## src/rtl/pipe_hazard_ctl_if.sv

```systemverilog
// Hazard-control bundle between the ID stage and the hazard unit.
// The ID stage (master) presents the decoded instruction.
// The hazard unit (slave) returns the forwarding selects and the stall/flush controls.
interface pipe_hazard_ctl_if;
  logic        id_valid;
  logic [4:0]  id_rs;
  logic [4:0]  id_rt;
  logic        id_rs1_isreg;
  logic        id_rs2_isreg;
  logic        id_isstore;
  logic        id_wreg;
  logic        id_m2reg;
  logic [4:0]  id_rn;
  logic        id_branch;
  logic [1:0]  fwda;
  logic [1:0]  fwdb;
  logic        wpcir;
  logic        bubble;
  logic        flush_if;
  logic [15:0] stall_cnt;

  modport master (
    output id_valid, id_rs, id_rt, id_rs1_isreg, id_rs2_isreg, id_isstore,
           id_wreg, id_m2reg, id_rn, id_branch,
    input  fwda, fwdb, wpcir, bubble, flush_if, stall_cnt
  );

  modport slave (
    input  id_valid, id_rs, id_rt, id_rs1_isreg, id_rs2_isreg, id_isstore,
           id_wreg, id_m2reg, id_rn, id_branch,
    output fwda, fwdb, wpcir, bubble, flush_if, stall_cnt
  );
endinterface

```

## src/rtl/pipe_hazard_ctl.sv

```systemverilog
// Hazard control for a 5-stage pipeline.
// Tracks the destination records of the EXE (E) and MEM (M) stages.
// From them it produces the operand forwarding selects and the load-use stall.
// It also produces the fetch flush for taken branches and a saturating count of stall cycles.
// Forwarding, stall and flush are combinational because the pipeline needs them in the same cycle.
module pipe_hazard_ctl (
  input  logic               clk,
  input  logic               clrn,
  pipe_hazard_ctl_if.slave   bus
);

  logic        e_valid_r;
  logic        e_wreg_r;
  logic        e_m2reg_r;
  logic [4:0]  e_rn_r;
  logic        m_valid_r;
  logic        m_wreg_r;
  logic        m_m2reg_r;
  logic [4:0]  m_rn_r;
  logic [15:0] stall_cnt_r;

  logic        usea_s;
  logic        useb_s;
  logic        e_hit_a_s;
  logic        e_hit_b_s;
  logic        m_hit_a_s;
  logic        m_hit_b_s;
  logic        stall_s;
  logic [1:0]  fwda_s;
  logic [1:0]  fwdb_s;

  // A stage supplies an operand only when it really writes a non-zero register.
  // Register 0 is hard-wired, so writes to it are never forwarded.
  function automatic logic stage_hit(input logic valid, input logic wreg,
                                     input logic [4:0] rn, input logic [4:0] src);
    return valid & wreg & (rn != 5'd0) & (rn == src);
  endfunction

  // Youngest producer wins. A load still in EXE has no data yet, so it falls through to MEM.
  function automatic logic [1:0] fwd_sel(input logic use_op, input logic e_hit,
                                         input logic e_load, input logic m_hit,
                                         input logic m_load);
    logic [1:0] sel;
    sel = 2'b00;
    if (!use_op) begin
      sel = 2'b00;
    end else if (e_hit && !e_load) begin
      sel = 2'b01;
    end else if (m_hit) begin
      sel = m_load ? 2'b11 : 2'b10;
    end else begin
      sel = 2'b00;
    end
    return sel;
  endfunction

  // Operand usage, stage hits, forwarding selects and load-use detection.
  always_comb begin
    usea_s    = bus.id_valid & bus.id_rs1_isreg;
    useb_s    = bus.id_valid & (bus.id_rs2_isreg | bus.id_isstore);
    e_hit_a_s = stage_hit(e_valid_r, e_wreg_r, e_rn_r, bus.id_rs);
    e_hit_b_s = stage_hit(e_valid_r, e_wreg_r, e_rn_r, bus.id_rt);
    m_hit_a_s = stage_hit(m_valid_r, m_wreg_r, m_rn_r, bus.id_rs);
    m_hit_b_s = stage_hit(m_valid_r, m_wreg_r, m_rn_r, bus.id_rt);
    fwda_s    = fwd_sel(usea_s, e_hit_a_s, e_m2reg_r, m_hit_a_s, m_m2reg_r);
    fwdb_s    = fwd_sel(useb_s, e_hit_b_s, e_m2reg_r, m_hit_b_s, m_m2reg_r);
    stall_s   = e_m2reg_r & ((usea_s & e_hit_a_s) | (useb_s & e_hit_b_s));
  end

  assign bus.fwda      = fwda_s;
  assign bus.fwdb      = fwdb_s;
  assign bus.wpcir     = ~stall_s;
  assign bus.bubble    = stall_s;
  assign bus.flush_if  = bus.id_valid & bus.id_branch & ~stall_s;
  assign bus.stall_cnt = stall_cnt_r;

  // Advance the E and M stage records; a stalled ID instruction enters E as a bubble.
  always_ff @(posedge clk) begin
    if (clrn) begin
      e_valid_r <= 1'b0;
      e_wreg_r  <= 1'b0;
      e_m2reg_r <= 1'b0;
      e_rn_r    <= 5'd0;
      m_valid_r <= 1'b0;
      m_wreg_r  <= 1'b0;
      m_m2reg_r <= 1'b0;
      m_rn_r    <= 5'd0;
    end else begin
      m_valid_r <= e_valid_r;
      m_wreg_r  <= e_wreg_r;
      m_m2reg_r <= e_m2reg_r;
      m_rn_r    <= e_rn_r;
      e_valid_r <= bus.id_valid & ~stall_s;
      e_wreg_r  <= bus.id_wreg;
      e_m2reg_r <= bus.id_m2reg;
      e_rn_r    <= bus.id_rn;
    end
  end

  // Count load-use stall cycles, holding at all-ones instead of wrapping.
  always_ff @(posedge clk) begin
    if (clrn) begin
      stall_cnt_r <= 16'd0;
    end else if (stall_s && (stall_cnt_r != 16'hFFFF)) begin
      stall_cnt_r <= stall_cnt_r + 16'd1;
    end else begin
      stall_cnt_r <= stall_cnt_r;
    end
  end

endmodule
```

## src/flat_wrapper.sv

```systemverilog
// flat-port wrapper written by rule: the top's interface ports become plain ports
module pipe_hazard_ctl_flat 
  (clk, clrn, bus_id_valid, bus_id_rs, bus_id_rt, bus_id_rs1_isreg, bus_id_rs2_isreg, bus_id_isstore, bus_id_wreg, bus_id_m2reg, bus_id_rn, bus_id_branch, bus_fwda, bus_fwdb, bus_wpcir, bus_bubble, bus_flush_if, bus_stall_cnt);
  pipe_hazard_ctl_if bus_i ();
  input  logic clk;
  input  logic clrn;
  input wire logic [$bits(bus_i.id_valid)-1:0] bus_id_valid;
  input wire logic [$bits(bus_i.id_rs)-1:0] bus_id_rs;
  input wire logic [$bits(bus_i.id_rt)-1:0] bus_id_rt;
  input wire logic [$bits(bus_i.id_rs1_isreg)-1:0] bus_id_rs1_isreg;
  input wire logic [$bits(bus_i.id_rs2_isreg)-1:0] bus_id_rs2_isreg;
  input wire logic [$bits(bus_i.id_isstore)-1:0] bus_id_isstore;
  input wire logic [$bits(bus_i.id_wreg)-1:0] bus_id_wreg;
  input wire logic [$bits(bus_i.id_m2reg)-1:0] bus_id_m2reg;
  input wire logic [$bits(bus_i.id_rn)-1:0] bus_id_rn;
  input wire logic [$bits(bus_i.id_branch)-1:0] bus_id_branch;
  output wire logic [$bits(bus_i.fwda)-1:0] bus_fwda;
  output wire logic [$bits(bus_i.fwdb)-1:0] bus_fwdb;
  output wire logic [$bits(bus_i.wpcir)-1:0] bus_wpcir;
  output wire logic [$bits(bus_i.bubble)-1:0] bus_bubble;
  output wire logic [$bits(bus_i.flush_if)-1:0] bus_flush_if;
  output wire logic [$bits(bus_i.stall_cnt)-1:0] bus_stall_cnt;
  assign bus_i.id_valid = bus_id_valid;
  assign bus_i.id_rs = bus_id_rs;
  assign bus_i.id_rt = bus_id_rt;
  assign bus_i.id_rs1_isreg = bus_id_rs1_isreg;
  assign bus_i.id_rs2_isreg = bus_id_rs2_isreg;
  assign bus_i.id_isstore = bus_id_isstore;
  assign bus_i.id_wreg = bus_id_wreg;
  assign bus_i.id_m2reg = bus_id_m2reg;
  assign bus_i.id_rn = bus_id_rn;
  assign bus_i.id_branch = bus_id_branch;
  assign bus_fwda = bus_i.fwda;
  assign bus_fwdb = bus_i.fwdb;
  assign bus_wpcir = bus_i.wpcir;
  assign bus_bubble = bus_i.bubble;
  assign bus_flush_if = bus_i.flush_if;
  assign bus_stall_cnt = bus_i.stall_cnt;
  pipe_hazard_ctl u_core (.clk(clk), .clrn(clrn), .bus(bus_i));
endmodule
```

## config.mk

```make
export PLATFORM = sky130hd
export DESIGN_NAME = pipe_hazard_ctl_flat
export DESIGN_NICKNAME = d
export VERILOG_FILES = /design/src/rtl/pipe_hazard_ctl_if.sv /design/src/rtl/pipe_hazard_ctl.sv /design/src/flat_wrapper.sv
export SDC_FILE = /design/constraint.sdc
export NUM_CORES = 1
export LEC_CHECK = 0
export BUFFER_PORTS_ARGS = -buffer_cell sky130_fd_sc_hd__buf_2
export CAP_MARGIN = 20
export CORE_AREA = 2 2 64 66
export DETAILED_ROUTE_END_ITERATION = 16
export DIE_AREA = 0 0 66 68
export PLACE_DENSITY = 0.71
export RECOVER_POWER = 100
export SKIP_LAST_GASP = 1
export SYNTH_ARGS = -nofsm -noshare
export SYNTH_HDL_FRONTEND = slang
export SYNTH_SLANG_ARGS = --single-unit
```

## constraint.sdc

```tcl
create_clock -name clk -period 2.4 [get_ports clk]
set_input_delay 0.48 -clock clk [delete_from_list [all_inputs] [get_ports clk]]
set_output_delay 0.48 -clock clk [all_outputs]
set_load 0.1 [all_outputs]
```

# After elaboration in Yosys (flattened, before gate mapping)
# Index checks and enable logic that the tools add are counted.
[op_classes]
reduce_logical = 6
mux = 7
magnitude_cmp = 0
bitwise_logic = 19
mul = 0
n_addsub = 1
n_shift = 0
n_eq_ne = 5
div = 0
[op_table]
columns = ["operator", "n"]
rows = [
  ["$eq A5 B5 Y1", 4],
  ["$add A16 B1 Y16 const B", 1],
  ["$and A1 B1 Y1", 16],
  ["$ne A16 B16 Y1 const B", 1],
  ["$mux W2", 6],
  ["$reduce_bool A5 Y1", 2],
  ["$logic_and A1 B1 Y1", 3],
  ["$or A1 B1 Y1", 2],
  ["$logic_not A1 Y1", 1],
  ["$mux W1", 1],
  ["$not A1 Y1", 1],
]
[word_totals]
output_inout_bits = 23
memories = 0
reg_bits = 32
romBits = 0
latch_bits = 0
inputBits = 24
ram_bits = 0
word_cells = 47

# Logic depth before layout (Yosys ltp)
[depth]
word_depth = 8
depth_mapped = 9
ltp_nobuf = 7

# Worst setup path before layout
# No wires, ideal clock.
[synth_timing]
path_kind = "input port to output port"
start = "in bus_id_isstore"
end = "out bus_flush_if"
stages = 4
arrival_time_ns = 2.815
required_ns = 1.920
path_buffers = 0
path_slack_ns = -0.895
path_cell_list = "o21ai_0 and3b_1 o21bai_2 and3_1"
[synth_between]
elab_chain_len = 7
[synth_rtl]
columns = ["item", "line", "rtl"]
rows = [
  ["start: declaration", "flat_wrapper.sv:12", "input wire logic [$bits(bus_i.id_isstore)-1:0] bus_id_isstore;"],
  ["$or A1 B1 Y1", "pipe_hazard_ctl.sv:60", "useb_s = bus.id_valid & (bus.id_rs2_isreg | bus.id_isstore);"],
  ["$and A1 B1 Y1", "pipe_hazard_ctl.sv:60", ""],
  ["$and A1 B1 Y1", "pipe_hazard_ctl.sv:67", "stall_s = e_m2reg_r & ((usea_s & e_hit_a_s) | (useb_s & e_hit_b_s));"],
  ["$or A1 B1 Y1", "pipe_hazard_ctl.sv:67", ""],
  ["$and A1 B1 Y1", "pipe_hazard_ctl.sv:67", ""],
  ["$not A1 Y1", "--", ""],
  ["via bus_wpcir", "flat_wrapper.sv:19", "output wire logic [$bits(bus_i.wpcir)-1:0] bus_wpcir;"],
  ["$and A1 B1 Y1", "pipe_hazard_ctl.sv:74", "assign bus.flush_if = bus.id_valid & bus.id_branch & ~stall_s;"],
  ["end: declaration", "flat_wrapper.sv:21", "output wire logic [$bits(bus_i.flush_if)-1:0] bus_flush_if;"],
]
# The timed path passes the listed nets, and every way through them passes these cells.

# Worst setup path after layout
[layout_timing]
start = "reg u_core.e_rn_r[3]"
end = "out bus_flush_if"
[layout_between]
elab_chain_len = 8
word_cells_on_any_way = 12
cone_classes = "eq/ne: 2; bitwise: 9; reduce/logical: 1"
[layout_rtl]
columns = ["item", "line", "rtl"]
rows = [
  ["start: declaration", "pipe_hazard_ctl.sv:15", "logic [4:0] e_rn_r;"],
  ["start signal: assignment", "pipe_hazard_ctl.sv:96", "e_rn_r <= bus.id_rn;"],
  ["$reduce_bool A5 Y1", "pipe_hazard_ctl.sv:36", "return valid & wreg & (rn != 5'd0) & (rn == src);"],
  ["$and A1 B1 Y1 (2 in a row)", "pipe_hazard_ctl.sv:36", ""],
  ["$and A1 B1 Y1", "pipe_hazard_ctl.sv:67", ""],
  ["$or A1 B1 Y1 (*)", "pipe_hazard_ctl.sv:67", ""],
  ["$and A1 B1 Y1 (*)", "pipe_hazard_ctl.sv:67", ""],
  ["$not A1 Y1 (*)", "pipe_hazard_ctl.sv:74", ""],
  ["$and A1 B1 Y1 (*)", "pipe_hazard_ctl.sv:74", ""],
]
# Every way passes the cells marked *; elsewhere a longest branch is shown, timed or not.

==> flow_summary_export.csv <==
group,metric,value,unit
pwr,ir_drop,0.407,mV
critical_path,cp_cell_sequence,"or4_4 > buf_4 > o2111ai_4 > o21bai_4 > and3_4 > buf_12",
sta,worst_pin_slew,1.32,ns
pwr,seqPwrFrac,48.1,%
sta,maxSlewViolCount,0,
grt,grt_pass1_vias,1335,
worst_hold_path,min_path_type,"in2reg",
pwr,power.share.clock,42.6,%
drt,ant_nets,0,
cells_and_area,n_antenna_cell,0,
drt,drc,0,
job,drv_cap,0,
clock_tree,cts_tree,"built",
logic_synthesis,synth_seq_area_share,39.5,%
drt,vias,1521,
floorplan,core.rowCount,23,
floorplan,start_util,42.1,%
logic_synthesis,synth-seq-cells,32,
sta,hold_viol_final,0,
placement,dp_cells,274,
cells_and_area,fin_nets,263,
placement,port_buffers,46,
pwr,finalPower,1160,uW
grt,track_usage,17.7,%
critical_path,path_max_fanout,3,
logic_synthesis,syn_area,0.00162,mm^2
critical_path,path_class,"reg2out",
critical_path,cp_num_buf_inv,2,
logic_synthesis,synth_nets,204,
clock_tree,insertion_delay,0.28,ns
floorplan,fp.dieH,68,um
pwr,p_leak,0.000853,uW
critical_path,slowest_stage,"or4_4",
drt,wl,3900,um
critical_path,slowest_delay,0.53,ns
clock_tree,cts_made_buffers,5,
critical_path,cp.arrival,2.04,ns
sta,setup_ws,-0.118,ns
drt,drt_iter0_markers,46,
logic_synthesis,synth_cell_type_count,42,
logic_synthesis,yosysWarnings,0,
sta,slew_headroom,12.0,%
clock_tree,clk_pin_slew,0.06,ns
pwr,swShare,22.1,%
sta,finalCritPeriodShare,105,%
grt,grt_max_degree,33,
sta,setup_viol,7,
cells_and_area,drive_gt1_share,31.8,%
outcome,violations,"setup timing",
pwr,power.switching,257,uW
placement,hpwl,2780,um
outcome,status,"finished with violations",
clock_tree,htreeDepth,2,
sta,timing.clock.skew,0.00733,ns
logic_synthesis,avgSynthCellArea,9.07,um^2
sta,fmax,397,MHz
drt,viasPerCell,5.26,
pwr,intPower,904,uW
floorplan,dieArea,0.00449,mm^2
floorplan,fp.dieW,66,um
logic_synthesis,yosysTopAreaCellShare,39.5,%
pwr,p_comb_share,9.3,%
grt,antenna_found_initial,0,
logic_synthesis,synthTopCellsByArea,"dfxtp_1 (39%), xor2_1 (9.2%), nor2b_1 (6.6%), or3_1 (3.5%), a21oi_1 (3.4%)",
critical_path,crit_required,1.92,ns
sta,rsz0062_at_grt,"yes",
logic_synthesis,yosysTopAreaCell,"dfxtp_1",
clock_tree,root_buffer,"clkbuf_8",
clock_tree,cts.sinks,32,
critical_path,cp-start-kind,"flip-flop",
grt,grt_first_pass_wirelength,6130,um
drt,avgRoutedWirePerCell,13.5,um
sta,timing.final.crit_period,2.52,ns
placement,place_congestion,0.778,
logic_synthesis,synth_cells,179,
critical_path,crit_family,"simple AND/OR/NAND/NOR gates",
clock_tree,clock_path_buffers,2,
cells_and_area,final_cells,289,
drt,first_pass_iters,4,
floorplan,core_area,0.00386,mm^2
grt,grt_overflow,0,
cells_and_area,syn_to_final_growth,37.2,%
pwr,power-per-cell-area,521,mW/mm^2
floorplan,num_io_pins,47,
critical_path,worst_setup_path_end_kind,"output pin",
==> area by class of cell <==
type                            instances  area [um^2]
Fill cell                             363         1630
Tap cell                               50         62.6
Timing Repair Buffer                   57          397
Sequential cell                        32          656
Clock inverter                          2         35.0
Inverter                                2         7.51
Multi-Input combinational cell        140          997
Clock buffer                            6         72.6
==> cells in the final DEF, fill, tap and decap left out, drive strengths merged, types with 4 or more instances in the layout <==
cell / Yosys / final
nand3: 6 / 6
nor2b: 17 / 17
nand2: 7 / 7
or4: 6 / 6
xor2: 17 / 17
clkbuf: 3 / 23
nor2: 11 / 11
nor3: 4 / 4
xnor2: 4 / 4
and3: 4 / 4
or3: 9 / 9
dfxtp: 32 / 32
nand4: 7 / 7
buf: 2 / 40
o21ai: 10 / 10
a21oi: 12 / 12
==> timing repair <==
item / CTS / global route
setup endpoints to repair: 5 / 6
pin swaps: 3 / 6
resized for setup: 7 / 8
buffers inserted: 3 / 4
hold buffers: 0 / 0
==> per-layer routing <==
layer	track usage (%)	vias up	share of wire [%]
met2	28.8	47	49
li1	-	775	-
met3	3.78	5	6.4
met4	6.89	0	1.3
met5	0	-	0
met1	23.2	694	43
==> worst register-to-register path: stages (launching register included) <==
cell and delay (ns):
dfxtp_4 0.34, buf_4 0.14, xor2_1 0.22, nor3_2 0.09, and3b_2 0.25, buf_4 0.15
o21ai_4 0.44, buf_4 0.22, mux2i_1 0.18, nor2_1 0.05
==> power groups by stage <==
stage / Sequential, uW / Combinational, uW / Clock, uW
global route: 560 / 118 / 530
global placement: 569 / 94.5 / 0
floorplan: 566 / 57.2 / 0
CTS: 556 / 101 / 503
detailed placement: 570 / 95.4 / 0
finish: 558 / 108 / 494
==> synthesized netlist by cell type (all sizes together) <==
library cell	instances
o2111ai	1
and3b	2
a311oi	2
nand2	7
a21oi	12
nor2b	17
buf	2
nor3	4
xor2	17
o21ai	10
o21a	1
a21o	1
or2	2
dfxtp	32
a31oi	2
inv	2
or4	6
nor2	11
ha	1
xnor2	4
clkbuf	3
a32o	1
o31ai	3
and2	1
nor4	3
or3	9
o21ba	1
o21bai	1
and3	4
mux2i	1
nand3	6
nand4	7
o211ai	2
o31a	1
==> worst paths after layout <==
check | cells after the start | from | slack, ns | endpoint
hold / removal | 2 | bus_id_rn[2] | 0.41 | u_core.e_rn_r[2]$_SDFF_PP0_
setup / recovery | 6 | u_core.e_rn_r[3]$_SDFF_PP0_ | -0.12 | bus_flush_if
hold reg to reg | 2 | u_core.bus.stall_cnt[4]$_SDFFE_PP0P_ | 0.50 | u_core.bus.stall_cnt[4]$_SDFFE_PP0P_
setup reg to reg | 9 | u_core.e_rn_r[3]$_SDFF_PP0_ | 0.16 | u_core.bus.stall_cnt[1]$_SDFFE_PP0P_
==> cell families after synthesis <==
family,Yosys count,synth area share [%]
simple gates,79,28.5
compound gates,38,16.2
flops,32,39.5
xor+xnor,21,11.3
buf+inv,7,3.08
mux,1,0.617
fa+ha+maj,1,0.771
==> state kept, by name (all words and copies together) (netlist names) <==
name	cells
u_core.bus.stall_cnt	16
u_core.e_m2reg_r	1
u_core.e_rn_r	5
u_core.e_valid_r	1
u_core.e_wreg_r	1
u_core.m_m2reg_r	1
u_core.m_rn_r	5
u_core.m_valid_r	1
u_core.m_wreg_r	1
==> through the flow <==
stage / worst slack, ns / util [%] / area, um^2 / hold slack, ns / TNS (ns)
final: -0.118 / 57.8 / 2230 / 0.410 / -0.414
after detailed placement: -0.0328 / 52.7 / 2030 / 0.489 / -0.0474
after CTS: -0.100 / 56.6 / 2180 / 0.411 / -0.304
after global placement: -0.00635 / 52.7 / 2030 / 0.484 / -0.00635
after floorplan: -0.240 / - / 1650 / 0.473 / -0.396
after global routing: -0.183 / 57.8 / 2230 / 0.417 / -0.990
(Power assumes the default switching activity.)
